### config.mk
export PLATFORM = sky130hd
export DESIGN_NAME = irq_ctrl
export DESIGN_NICKNAME = d
export VERILOG_FILES = /design/src/rtl/irq_pkg.sv /design/src/rtl/irq_prio_enc.sv /design/src/rtl/irq_ctrl.sv
export SDC_FILE = /design/constraint.sdc
export NUM_CORES = 1
export LEC_CHECK = 0
export CAP_MARGIN = 20
export CORE_ASPECT_RATIO = 1.4
export CORE_MARGIN = 4
export CORE_UTILIZATION = 33
export DETAILED_ROUTE_END_ITERATION = 12
export HOLD_SLACK_MARGIN = 0.03
export MAX_ROUTING_LAYER = met4
export PLACE_DENSITY = 0.79
export SLEW_MARGIN = 30
export SYNTH_ARGS = -nofsm -noshare
export SYNTH_HDL_FRONTEND = slang
export SYNTH_HIERARCHICAL = 1
export SYNTH_SLANG_ARGS = --single-unit
### constraint.sdc
create_clock -name clk_i -period 1.55 [get_ports clk_i]
set_input_delay 0.155 -clock clk_i [delete_from_list [all_inputs] [get_ports clk_i]]
set_output_delay 0.155 -clock clk_i [all_outputs]
set_load 0.005 [all_outputs]
### src/rtl/irq_pkg.sv
// Shared interrupt constants: source indices, default register addresses and vector layout.
package irq_pkg;

  localparam int unsigned IRQ_VBLANK = 0;
  localparam int unsigned IRQ_LCDC   = 1;
  localparam int unsigned IRQ_TIMER  = 2;
  localparam int unsigned IRQ_SERIAL = 3;
  localparam int unsigned IRQ_JOYPAD = 4;

  localparam logic [15:0] IE_ADDR_DEFAULT    = 16'hFFFF;
  localparam logic [15:0] IF_ADDR_DEFAULT    = 16'hFF0F;
  localparam logic [7:0]  VEC_BASE_DEFAULT   = 8'h40;
  localparam logic [7:0]  VEC_STRIDE_DEFAULT = 8'h08;

  // Vector address for a source index; wraps at 8 bits.
  function automatic logic [7:0] irq_vec_calc(input logic [7:0] base,
                                              input logic [7:0] stride,
                                              input logic [7:0] idx);
    logic [7:0] prod;
    prod = 8'(idx * stride);
    return 8'(base + prod);
  endfunction

endpackage

### src/rtl/irq_prio_enc.sv
// Lowest-index-first priority encoder: index of the first set request plus a valid flag.
module irq_prio_enc #(
  parameter int unsigned N = 5,
  localparam int unsigned IdxW = (N > 1) ? $clog2(N) : 1
) (
  input  logic [N-1:0]    req_i,
  output logic [IdxW-1:0] idx_o,
  output logic            valid_o
);

  // Scan downward so the lowest set index is the last one written.
  always_comb begin
    idx_o   = '0;
    valid_o = 1'b0;
    for (int i = int'(N) - 1; i >= 0; i--) begin
      if (req_i[i]) begin
        idx_o   = IdxW'(i);
        valid_o = 1'b1;
      end
    end
  end

endmodule

### src/rtl/irq_ctrl.sv
// N-source interrupt controller: IE/IF registers, fixed-priority vectoring and CPU ack.
// Define IRQ_EDGE_DETECT_EN to treat irq_req_i as levels with rising-edge capture.
module irq_ctrl
  import irq_pkg::*;
#(
  parameter int unsigned N_IRQ      = 5,
  parameter logic [15:0] IE_ADDR    = IE_ADDR_DEFAULT,
  parameter logic [15:0] IF_ADDR    = IF_ADDR_DEFAULT,
  parameter logic [7:0]  VEC_BASE   = VEC_BASE_DEFAULT,
  parameter logic [7:0]  VEC_STRIDE = VEC_STRIDE_DEFAULT
) (
  input  logic             clk_i,
  input  logic             rst_i,
  input  logic [15:0]      a_i,
  input  logic [7:0]       din_i,
  output logic [7:0]       dout_o,
  input  logic             rd_i,
  input  logic             wr_i,
  output logic             hit_o,
  input  logic [N_IRQ-1:0] irq_req_i,
  output logic             irq_pending_o,
  output logic [7:0]       irq_vector_o,
  input  logic             irq_ack_i,
  output logic [N_IRQ-1:0] ie_out_o,
  output logic [N_IRQ-1:0] if_out_o
);

  localparam int unsigned IdxW = (N_IRQ > 1) ? $clog2(N_IRQ) : 1;

  logic [N_IRQ-1:0] ie_q, ie_d;
  logic [N_IRQ-1:0] if_q, if_d;
  logic             pending_q, pending_d;
  logic [7:0]       vector_q, vector_d;
  logic [IdxW-1:0]  idx_q, idx_d;
  logic [N_IRQ-1:0] set_vec;
  logic [IdxW-1:0]  enc_idx;
  logic             enc_valid;
  logic             ie_wr, if_wr, ack_eff;

  // Reads have no side effects, and din bits above N_IRQ are ignored.
  logic unused_bits;
  assign unused_bits = ^{rd_i, din_i};

`ifdef IRQ_EDGE_DETECT_EN
  logic [N_IRQ-1:0] req_q;

  always_ff @(posedge clk_i or posedge rst_i) begin
    if (rst_i) req_q <= '0;
    else       req_q <= irq_req_i;
  end

  assign set_vec = irq_req_i & ~req_q;
`else
  assign set_vec = irq_req_i;
`endif

  irq_prio_enc #(
    .N (N_IRQ)
  ) u_prio_enc (
    .req_i   (ie_q & if_q),
    .idx_o   (enc_idx),
    .valid_o (enc_valid)
  );

  assign ie_wr   = wr_i && (a_i == IE_ADDR);
  assign if_wr   = wr_i && (a_i == IF_ADDR);
  assign ack_eff = irq_ack_i && pending_q;

  // Request beats CPU write beats ack, so a request coinciding with its own ack survives.
  // The ack clears the source named by the registered vector.
  always_comb begin
    ie_d = ie_q;
    if_d = if_q;
    if (ie_wr) ie_d = din_i[N_IRQ-1:0];
    for (int i = 0; i < int'(N_IRQ); i++) begin
      if (set_vec[i])                          if_d[i] = 1'b1;
      else if (if_wr)                          if_d[i] = din_i[i];
      else if (ack_eff && idx_q == IdxW'(i))   if_d[i] = 1'b0;
    end
  end

  always_comb begin
    pending_d = enc_valid;
    idx_d     = enc_idx;
    vector_d  = irq_vec_calc(VEC_BASE, VEC_STRIDE, 8'(enc_idx));
  end

  always_ff @(posedge clk_i or posedge rst_i) begin
    if (rst_i) begin
      ie_q      <= '0;
      if_q      <= '0;
      pending_q <= 1'b0;
      vector_q  <= VEC_BASE;
      idx_q     <= '0;
    end else begin
      ie_q      <= ie_d;
      if_q      <= if_d;
      pending_q <= pending_d;
      vector_q  <= vector_d;
      idx_q     <= idx_d;
    end
  end

  always_comb begin
    dout_o = 8'hFF;
    hit_o  = 1'b0;
    if (a_i == IE_ADDR) begin
      hit_o               = 1'b1;
      dout_o[N_IRQ-1:0]   = ie_q;
    end else if (a_i == IF_ADDR) begin
      hit_o               = 1'b1;
      dout_o[N_IRQ-1:0]   = if_q;
    end
  end

  assign irq_pending_o = pending_q;
  assign irq_vector_o  = vector_q;
  assign ie_out_o      = ie_q;
  assign if_out_o      = if_q;

endmodule

==> metrics.log <==
INFO  metric yosys_warnings = 6
INFO  metric critPathCaptureType = primary output
INFO  metric drt-total-wl = 2.65 mm
INFO  metric whs = between 0.2 and 0.25 ns
INFO  metric cellLeakagePower = 0.651 nW
INFO  metric fin_crit_sh = 118%
INFO  metric flow.area_growth_from_synthesis = 79.4%
INFO  metric vias_per_cell = approximately 5.5
INFO  metric fmaxAchievable = around 550 MHz
INFO  metric floorplan.core_area = about 2400 um2
INFO  metric first_pass_grt_wire_length = between 4 and 5 mm
INFO  metric die_area = approximately 3300 um2
INFO  metric final-setup-viol-count = 10
INFO  metric initial_core_util = about a third
INFO  metric syn_area_per_cell = 10.3 um2
INFO  metric multiInputGateArea = around 440 um2
INFO  metric finalHoldViolations = 0
INFO  metric power.density_cell_area = roughly 510 nW/um2
INFO  metric cts.hold.buffers_added = 0
INFO  metric detailroute.via_count = a little over 900
INFO  metric die_height = ~67 um
INFO  metric synth_top_cell_by_area = sky130_fd_sc_hd__dfrtp_1
INFO  metric fin_skew = about 0.0027 ns
INFO  metric cts.clk_slew.worst_paths = around 0.080 ns
INFO  metric violations_in_the_final_reports = setup timing
INFO  metric nets = ~180
INFO  metric grt_setup_unrepaired = yes
INFO  metric cts_tree = yes
INFO  metric antenna_cells = 0
INFO  metric yosys.cell_types.count = 22
INFO  metric critPathMaxFanout = 3
INFO  metric n_fill_cell = 190
INFO  metric yosys.area.top_type_share = a little over two fifths
INFO  metric iter_0_drt_violations = 28
INFO  metric final_antenna_net_count = 0
INFO  metric synthCells = 79
INFO  metric arrival = 1.67 ns
INFO  metric post_route_cells_drive_above_1_share = 28.8%
INFO  metric gp_routability_congestion = 0.792
INFO  metric gr-total-overflow = 0
INFO  metric timing.final.ws_setup = -0.279 ns
INFO  metric count_of_cells_along_the_worst_register_to_register_path = 3
INFO  metric worst_slew_margin_rel = around two thirds
INFO  metric cts-buffers-inserted = 3
INFO  metric numClockSinks = 14
INFO  metric final-max-slew-violation-count = 0
INFO  metric timing_worst_setup_path_type = input port to primary output
INFO  metric first_global_vias = 936
INFO  metric period_minus_slack = 1.83 ns
INFO  metric area.sequential = roughly 350 um2
INFO  metric detail_route.first_pass.iterations = 4
INFO  metric most_used_cells_in_the_layout_excluding_fill_and_tap_cells = sky130_fd_sc_hd__clkdlybuf4s50_1, sky130_fd_sc_hd__dfrtp_1, sky130_fd_sc_hd__buf_4
INFO  metric start_kind = input port
INFO  metric most_common_cell_after_layout_fill_and_taps_aside = sky130_fd_sc_hd__clkdlybuf4s50_1
INFO  metric drt-wirelength-per-cell = around 16 um
INFO  metric antenna_found_initial = 0
INFO  metric max_slew.worst_pin.slew = about 0.52 ns
INFO  metric status = finished with violations
INFO  metric cp.required = around 1.4 ns
INFO  metric dieWidth = roughly 50 um
INFO  metric vdd_ir_drop_max = roughly 0.36 mV
INFO  metric number_of_synthesized_register_bits = 14
INFO  metric cts-root-to-sink-buffers = 2
INFO  metric ios = between 60 and 70
INFO  metric synth.top_cells.by_area = sky130_fd_sc_hd__dfrtp_1, sky130_fd_sc_hd__buf_4, sky130_fd_sc_hd__mux2_2
INFO  metric clkLatencyLatePin = around 0.28 ns
INFO  metric drcViolationCount = 0
INFO  metric hold_path_class = input port to async pin
INFO  metric dpl.hpwl = 2.08 mm
INFO  metric grtUsageTotal = between 10% and 20%
INFO  metric max_cap_violations = 0
INFO  metric row_count = 21
INFO  metric synth-seq-area-share = around 43%
INFO  metric pin_count_of_the_biggest_net_entering_global_routing = 15
INFO  metric post-layout-total-power = between 0.7 and 0.8 mW
INFO  metric synth.cell_area = around 810 um2
INFO  metric cts_root_buffer = sky130_fd_sc_hd__clkbuf_4
INFO  metric clock_tree.htree_level_count = 1
INFO  metric port_buffers = 49
state kept, by name, summed over array words and instances, names as in the netlist:
name	count
if_out_o	5
irq_vector_o	3
irq_pending_o	1
ie_out_o	5
Yosys cell counts:
| master | number |
|---|---|
| sky130_fd_sc_hd__or4_4 | 2 |
| sky130_fd_sc_hd__a21oi_1 | 1 |
| sky130_fd_sc_hd__nand2b_1 | 2 |
| sky130_fd_sc_hd__nor4_4 | 1 |
| sky130_fd_sc_hd__a2111oi_0 | 1 |
| sky130_fd_sc_hd__o41ai_1 | 3 |
| sky130_fd_sc_hd__nand4_1 | 5 |
| sky130_fd_sc_hd__mux2_2 | 5 |
| sky130_fd_sc_hd__and2_1 | 7 |
| sky130_fd_sc_hd__o22a_1 | 5 |
| sky130_fd_sc_hd__a31oi_1 | 5 |
| sky130_fd_sc_hd__or4_1 | 1 |
| sky130_fd_sc_hd__inv_1 | 4 |
| sky130_fd_sc_hd__dfrtp_1 | 14 |
| sky130_fd_sc_hd__nor4_1 | 1 |
| sky130_fd_sc_hd__buf_4 | 8 |
| sky130_fd_sc_hd__conb_1 | 2 |
| sky130_fd_sc_hd__nor3_1 | 1 |
| sky130_fd_sc_hd__o21ai_0 | 7 |
| sky130_fd_sc_hd__nand2_1 | 2 |
| sky130_fd_sc_hd__nor4_2 | 1 |
| sky130_fd_sc_hd__nor2_1 | 1 |
cell type report:
cell class	count	area share, %
flip-flops and latches	14	24.0
clock buffers	4	2.49
repair buffers	65	40.2
well taps	23	1.97
inverters	4	1.03
multi-input cells	59	30.3
cell families (layout without fill, tap and decap cells):
| group | count (synthesis) | after routing | synth area share, % |
|---|---|---|---|
| DFF | 14 | 14 | 43.1 |
| and+or+nand+nor | 24 | 24 | 21.4 |
| buffers and inverters | 12 | 73 | 9.23 |
| other | 2 | 8 | 0.923 |
| muxes | 5 | 5 | 6.92 |
| AOI/OAI and AO/OA | 22 | 22 | 18.5 |
worst paths after layout:
| path | start | endpoint | slack [ns] |
|---|---|---|---|
| max in group asynchronous | rst_i | if_out_o[4] | 1.00 |
| max | a_i[7] | dout_o[1] | -0.28 |
| min reg2reg | ie_out_o[1] | ie_out_o[1] | 0.58 |
| min | rst_i | irq_vector_o[3] | 0.21 |
| max reg2reg | ie_out_o[0] | irq_vector_o[5] | 0.41 |
| min in group clk_i | irq_req_i[4] | if_out_o[4] | 0.47 |
power by group:
group	leakage (nW)	internal, mW	total [mW]	switching (mW)
clock network	0.0210	0.143	0.262	0.119
registers	0.170	0.365	0.365	0.000168
logic	0.460	0.0694	0.111	0.0411
total	0.651	0.577	0.738	0.161
routing by layer:
metal | vias up | wire length, um | track usage, %
met5 | - | 0 | -
met1 | 443 | 885 | 17.0
met4 | 0 | 108 | 10.7
li1 | 426 | - | -
met3 | 10 | 191 | 3.58
met2 | 51 | 1470 | 31.6
critical path, cell delays in order:
cell and delay [ns]:
sky130_fd_sc_hd__buf_6 0.09, sky130_fd_sc_hd__or4_4 0.53, sky130_fd_sc_hd__or4_4 0.45, sky130_fd_sc_hd__buf_6 0.14, sky130_fd_sc_hd__o22a_1 0.17, sky130_fd_sc_hd__buf_2 0.13
per-stage QoR:
stage | utilization [%] | setup slack (ns) | TNS, ns | instance area (um2) | cells
after floorplan | - | 0.0448 | 0 | 836 | 85
after global placement | 56.7 | -0.990 | -8.72 | 1340 | 155
after detailed placement | 56.7 | -1.04 | -9.04 | 1340 | 155
after CTS | 59.9 | -0.316 | -1.72 | 1420 | 165
after global routing | 61.7 | -0.297 | -1.93 | 1460 | 169
final | 61.7 | -0.279 | -1.50 | 1460 | 169
repair_timing:
item / 4_1_cts / 5_1_grt
setup endpoints to repair: 16 / 11
setup buffers: 7 / 4
pin swaps: 11 / 4
resized for setup: 52 / 13
Power figures use the tool's default switching activity.
